$ cat src/rtl/spy_uart_rx_pkg.sv
// spy_uart_rx_pkg
//   Shared definitions for the spy port serial receiver: receiver state
//   encoding, the default bit period for the 25 MHz / 50 MHz spy clock
//   builds, the counter width and a 3-input majority helper.
package spy_uart_rx_pkg;

  // Receiver states (3-bit encoding is shared with the decoder side).
  typedef enum logic [2:0] {
    ST_IDLE      = 3'd0,
    ST_START     = 3'd1,
    ST_DATA      = 3'd2,
    ST_STOP      = 3'd3,
    ST_WAIT_IDLE = 3'd4
  } rx_state_e;

  // Clock cycles per bit at 115200 baud for the selected spy clock build.
`ifdef clk_50mhz
  localparam int unsigned DEFAULT_BIT_CYCLES = 434;
`else
  localparam int unsigned DEFAULT_BIT_CYCLES = 217;
`endif

  // Wide enough for the largest legal bit period (4095).
  localparam int unsigned CNT_W = 12;

  // Two-out-of-three vote over the sample history.
  function automatic logic majority3(input logic [2:0] v);
    return (v[0] & v[1]) | (v[1] & v[2]) | (v[0] & v[2]);
  endfunction

endpackage

$ cat src/rtl/spy_uart_rx_sync.sv
// spy_uart_rx_sync
//   Brings the asynchronous serial line into the clk domain and produces a
//   glitch-filtered sample.
//   Ports:
//     clk    in   spy clock
//     reset  in   asynchronous active-high reset
//     rxd_i  in   raw serial line (idle high)
//     s_o    out  synchronized line, rxd_i delayed two cycles
//     maj_o  out  majority vote of the last three synchronized samples
module spy_uart_rx_sync
  import spy_uart_rx_pkg::*;
(
  input  logic clk,
  input  logic reset,
  input  logic rxd_i,
  output logic s_o,
  output logic maj_o
);

  logic [1:0] sync_q;
  logic [2:0] hist_q;

  // Everything resets to the idle (high) line level so no false start is
  // seen coming out of reset.
  always_ff @(posedge clk or posedge reset) begin
    if (reset) begin
      sync_q <= 2'b11;
      hist_q <= 3'b111;
    end else begin
      sync_q <= {sync_q[0], rxd_i};
      hist_q <= {hist_q[1:0], sync_q[1]};
    end
  end

  assign s_o   = sync_q[1];
  assign maj_o = majority3(hist_q);

endmodule

$ cat src/rtl/spy_uart_rx.sv
// spy_uart_rx
//   8N1 serial receiver feeding the spy port command decoder. Bytes are
//   handed over through a req/ack holding register.
//   Ports:
//     clk             in   spy clock
//     reset           in   asynchronous active-high reset
//     rs232_rxd       in   raw serial input, idle high, asynchronous
//     rx_data         out  received byte, valid while ld_rx_req=1
//     ld_rx_req       out  holding register full
//     ld_rx_ack       in   consumer takes the byte (only while ld_rx_req=1)
//     rx_framing_err  out  one-cycle pulse when the stop bit samples 0
//     rx_overrun      out  sticky: a byte was dropped, holding register full
//     clr_err         in   clears rx_overrun
//     rx_busy         out  receiver is not idle
module spy_uart_rx
  import spy_uart_rx_pkg::*;
#(
  parameter int unsigned BIT_CYCLES  = DEFAULT_BIT_CYCLES,
  parameter int unsigned HALF_CYCLES = BIT_CYCLES / 2
) (
  input  logic       clk,
  input  logic       reset,
  input  logic       rs232_rxd,
  output logic [7:0] rx_data,
  output logic       ld_rx_req,
  input  logic       ld_rx_ack,
  output logic       rx_framing_err,
  output logic       rx_overrun,
  input  logic       clr_err,
  output logic       rx_busy
);

  localparam logic [CNT_W-1:0] BIT_LAST  = CNT_W'(BIT_CYCLES - 1);
  localparam logic [CNT_W-1:0] HALF_LAST = CNT_W'(HALF_CYCLES - 1);

  logic             s;
  logic             maj;
  rx_state_e        state_q;
  logic [CNT_W-1:0] cnt_q;
  logic [CNT_W-1:0] cnt_d;
  logic [2:0]       idx_q;
  logic [7:0]       shift_q;
  logic [7:0]       rx_data_q;
  logic             req_q;
  logic             ferr_q;
  logic             ovr_q;

  spy_uart_rx_sync u_sync (
    .clk   (clk),
    .reset (reset),
    .rxd_i (rs232_rxd),
    .s_o   (s),
    .maj_o (maj)
  );

  assign cnt_d = cnt_q + 1'b1;

  always_ff @(posedge clk or posedge reset) begin
    if (reset) begin
      state_q   <= ST_IDLE;
      cnt_q     <= '0;
      idx_q     <= '0;
      shift_q   <= '0;
      rx_data_q <= '0;
      req_q     <= 1'b0;
      ferr_q    <= 1'b0;
      ovr_q     <= 1'b0;
    end else begin
      ferr_q <= 1'b0;
      // Consumer handshake and error clear; a delivery or overrun below is
      // assigned later in this block and therefore takes priority.
      if (req_q && ld_rx_ack) req_q <= 1'b0;
      if (clr_err)            ovr_q <= 1'b0;

      case (state_q)
        ST_IDLE: begin
          if (!s) begin
            state_q <= ST_START;
            cnt_q   <= '0;
          end
        end

        ST_START: begin
          // Re-check the line at the start-bit centre; a high vote means
          // the falling edge was only a glitch.
          if (cnt_q == HALF_LAST) begin
            cnt_q   <= '0;
            idx_q   <= '0;
            state_q <= maj ? ST_IDLE : ST_DATA;
          end else begin
            cnt_q <= cnt_d;
          end
        end

        ST_DATA: begin
          if (cnt_q == BIT_LAST) begin
            cnt_q   <= '0;
            shift_q <= {maj, shift_q[7:1]};  // LSB arrives first
            if (idx_q == 3'd7) state_q <= ST_STOP;
            else               idx_q   <= idx_q + 3'd1;
          end else begin
            cnt_q <= cnt_d;
          end
        end

        ST_STOP: begin
          if (cnt_q == BIT_LAST) begin
            cnt_q <= '0;
            if (maj) begin
              state_q <= ST_IDLE;
              // An ack in this same cycle frees the register for the new byte.
              if (!req_q || ld_rx_ack) begin
                rx_data_q <= shift_q;
                req_q     <= 1'b1;
              end else begin
                ovr_q <= 1'b1;
              end
            end else begin
              ferr_q  <= 1'b1;
              state_q <= ST_WAIT_IDLE;
            end
          end else begin
            cnt_q <= cnt_d;
          end
        end

        ST_WAIT_IDLE: begin
          // Hold off until the line is released so a break cannot retrigger.
          if (s) state_q <= ST_IDLE;
        end

        default: state_q <= ST_IDLE;
      endcase
    end
  end

  assign rx_data        = rx_data_q;
  assign ld_rx_req      = req_q;
  assign rx_framing_err = ferr_q;
  assign rx_overrun     = ovr_q;
  assign rx_busy        = (state_q != ST_IDLE);

endmodule

$ cat config.mk
export PLATFORM = sky130hd
export DESIGN_NAME = spy_uart_rx
export DESIGN_NICKNAME = d
export VERILOG_FILES = /design/src/rtl/spy_uart_rx_pkg.sv /design/src/rtl/spy_uart_rx_sync.sv /design/src/rtl/spy_uart_rx.sv
export SDC_FILE = /design/constraint.sdc
export NUM_CORES = 1
export LEC_CHECK = 0
export BUFFER_PORTS_ARGS = -buffer_cell sky130_fd_sc_hd__buf_2
export CORE_ASPECT_RATIO = 2
export CORE_MARGIN = 5
export CORE_UTILIZATION = 48
export DETAILED_ROUTE_END_ITERATION = 10
export GPL_TIMING_DRIVEN = 0
export HOLD_SLACK_MARGIN = 0.02
export PLACE_DENSITY = 0.66
export SYNTH_ARGS = -nofsm -noshare
export SYNTH_HDL_FRONTEND = slang
export SYNTH_HIERARCHICAL = 1
export SYNTH_SLANG_ARGS = --single-unit
export TNS_END_PERCENT = 20
$ cat constraint.sdc
create_clock -name clk -period 2.1 [get_ports clk]
set_input_delay 0.21 -clock clk [delete_from_list [all_inputs] [get_ports clk]]
set_output_delay 0.21 -clock clk [all_outputs]
set_load 0.005 [all_outputs]
==> results.sh <==
export IMPL_hp_class="in -> reg"
export IMPL_place_congestion=0.873
export IMPL_critPathMaxFanout=8
export IMPL_drc_errors=0
export IMPL_synth_main_ff_cell="dfrtp_1"
export IMPL_power_total_uw=1480
export IMPL_yosys_top_cells_area="dfrtp_1 (48%), dfstp_2 (6.8%), mux2_2 (5.8%)"
export IMPL_place_inst=236
export IMPL_dp_hpwl_mm=2.89
export IMPL_rsz0062_at_grt="yes"
export IMPL_path_delay_family="simple AND/OR/NAND/NOR gates"
export IMPL_fp_dieH_um=100
export IMPL_skew_ns=0.00765
export IMPL_htreeDepth=2
export IMPL_port_buffer_count=16
export IMPL_root_buffer="clkbuf_8"
export IMPL_grt_antenna_before_repair=0
export IMPL_dieArea_sq_mm=0.00550
export IMPL_worstSetupStartpointType="register"
export IMPL_grt_pass1_wl_mm=6.78
export IMPL_start_util_pct=50.1
export IMPL_min_period_over_period_pct=96.7
export IMPL_power_density_mw_per_mm2=649
export IMPL_via_count=1427
export IMPL_ys_ff_latch=42
export IMPL_ir_drop_mv=0.499
export IMPL_insertion_delay_ns=0.29
export IMPL_crit_chain="inv_1, ha_1, nand4_1, nor3_4, nand4_4, nor2b_1, buf_4, mux2_1"
export IMPL_cts_sinks=42
export IMPL_cts_tree="yes"
export IMPL_critPathRequiredTime_ns=2.28
export IMPL_relSlewSlack_pct=49.0
export IMPL_synthCells=169
export IMPL_slew_violations=0
export IMPL_worstHoldStart="clr_err"
export IMPL_slowest_stage="dfrtp_1"
export IMPL_ys_warn_count=6
export IMPL_drt_iter0_drc=36
export IMPL_viasPerCell=5.64
export IMPL_final_cells=253
export IMPL_wl_per_cell_um=15.7
export IMPL_wirelength_mm=3.96
export IMPL_fillers=335
export IMPL_antennaDiodeCount=0
export IMPL_max_cap_viol_count=0
export IMPL_ios=17
export IMPL_hold_viol=0
export IMPL_grt_start_max_net_pins=38
export IMPL_rows=32
export IMPL_first_global_vias=1433
export IMPL_syn_area_sq_mm=0.00195
export IMPL_syn_to_final_growth_pct=17.2
export IMPL_critPathArrivalTime_ns=2.21
export IMPL_setup_viol=0
export IMPL_drtAntennaViolNets=0
export IMPL_grt_overflow_total=0
export IMPL_cts_path_max_buffers=2
export IMPL_reg2reg_from="cnt_q[0]"
export IMPL_worstSetupStartpoint="cnt_q[0]"
export IMPL_track_usage_pct=16.6
export IMPL_max_freq_ghz=0.492
export IMPL_async_flop_share_pct=100
export IMPL_layout_common_cells="dfrtp_1 (37), buf_2 (17), nand2_1 (13), inv_1 (12)"
export IMPL_cts_buffers=5
export IMPL_end_kind="register"
export IMPL_layout_cells_most_common="dfrtp_1"
export IMPL_layout_nets=210
export IMPL_synth_top_cell_by_area="dfrtp_1"
export IMPL_p_leak_uw=0.00113
export IMPL_fp_dieW_um=55.0
export IMPL_final_cell_area_sq_mm=0.00228
export IMPL_yosys_cell_types_count=40
export IMPL_drive_gt1_share_pct=29.7
export IMPL_cp_buffers_inverters=2
export IMPL_syn_area_per_cell_sq_um=11.5
export IMPL_yosysSeqAreaShare_pct=54.3
export IMPL_clkTransAtPathRegs_ns=0.08
export IMPL_synth_edf_count=0
export IMPL_worst_pin_slew_ns=0.764
export IMPL_placed_area_sq_mm=0.00209
export IMPL_critical_path_class="reg -> reg"
export IMPL_fin_crit_ns=2.03
export IMPL_synth_nets=178
export IMPL_cpPeakStageDelay_ns=0.42
export IMPL_outcome="finished, final reports clean"
export IMPL_first_pass_iters=4
export IMPL_synth_top_area_share_pct=47.6
export IMPL_coreArea_sq_mm=0.00388
## metal layers
layer | routed length [um] | global-route usage, %
met2 | 2200 | 29.3
met5 | 0 | 0
met1 | 1510 | 18.2
met3 | 139 | 2.82
met4 | 119 | 7.87
## worst reg2reg max path, delay by kind of cell, from the launching register on
kind	cells	cell delay (ns)
flops	1	0.42
buf+inv	2	0.25
fa+ha+maj	1	0.16
simple gates	4	0.75
mux	1	0.34
## what timing repair did
item | CTS | global route
buffers inserted | 0 | 7
resized for setup | 0 | 1
endpoints found under the hold margin | 6 | 0
endpoints found under the setup margin | 0 | 9
hold buffers | 2 | 0
## final cells by class
cell class | count | area [sq um] | area share (%)
inverter | 13 | 48.8 | 2.14
timing repair buffer | 25 | 153 | 6.70
clock inverter | 2 | 37.5 | 1.65
multi-input combinational | 108 | 805 | 35.3
clock buffer | 6 | 72.6 | 3.18
tap | 51 | 63.8 | 2.80
buffer | 6 | 42.5 | 1.87
sequential | 42 | 1060 | 46.4
## synthesized netlist by cell type, drive strengths merged (4+ instances only)
cell and count:
a21oi 5, a31oi 6, buf 6, dfrtp 37
dfstp 5, ha 4, inv 13, mux2 18
nand2 14, nand3 10, nor3 5, nor4 5
o21ai 8
## stage by stage
stage / TNS [ns] / util, % / setup WS [ns] / hold slack (ns)
6_report: 0 / 58.7 / 0.0683 / 0.0971
3_3_place_gp: 0 / 53.8 / 0.134 / 0.309
3_5_place_dp: 0 / 53.8 / 0.0772 / 0.317
4_1_cts: 0 / 57.2 / 0.0711 / 0.0872
2_1_floorplan: 0 / - / 0.318 / 0.187
5_1_grt: -0.418 / 58.7 / -0.0643 / 0.0926
## report_power, final
group	total, uW	internal, uW	switching [uW]
Clock	631	355	276
Sequential	820	817	3.11
Combinational	28.1	7.78	20.4
## state kept, by name, summed over array words and instances, names as in the netlist
register and count:
cnt_q 12, rx_data 8, shift_q 8, idx_q 3, state_q 3, u_sync/hist_q 3, u_sync/sync_q 2, ld_rx_req 1
rx_framing_err 1, rx_overrun 1
## path summary, 6_finish.rpt
kind / to / slack, ns / depth (start not counted)
worst max-delay path: rx_data[4] / 0.07 / 8
worst min-delay path: rx_overrun / 0.1 / 2
worst max register to register: rx_data[4] / 0.07 / 8
worst min register to register: u_sync/sync_q[1] / 0.36 / 0
max in group asynchronous: idx_q[0] / 1.00 / 3
min in group asynchronous: u_sync/hist_q[0] / 0.57 / 3
## cells by family after synthesis
family | share of synthesized area (%)
simple gates | 16.2
flops | 54.3
compound gates | 10.3
buf+inv | 4.69
mux | 10.4
fa+ha+maj | 3.15
xor+xnor | 0.900
Note: power is estimated with default switching activity, not from simulation.
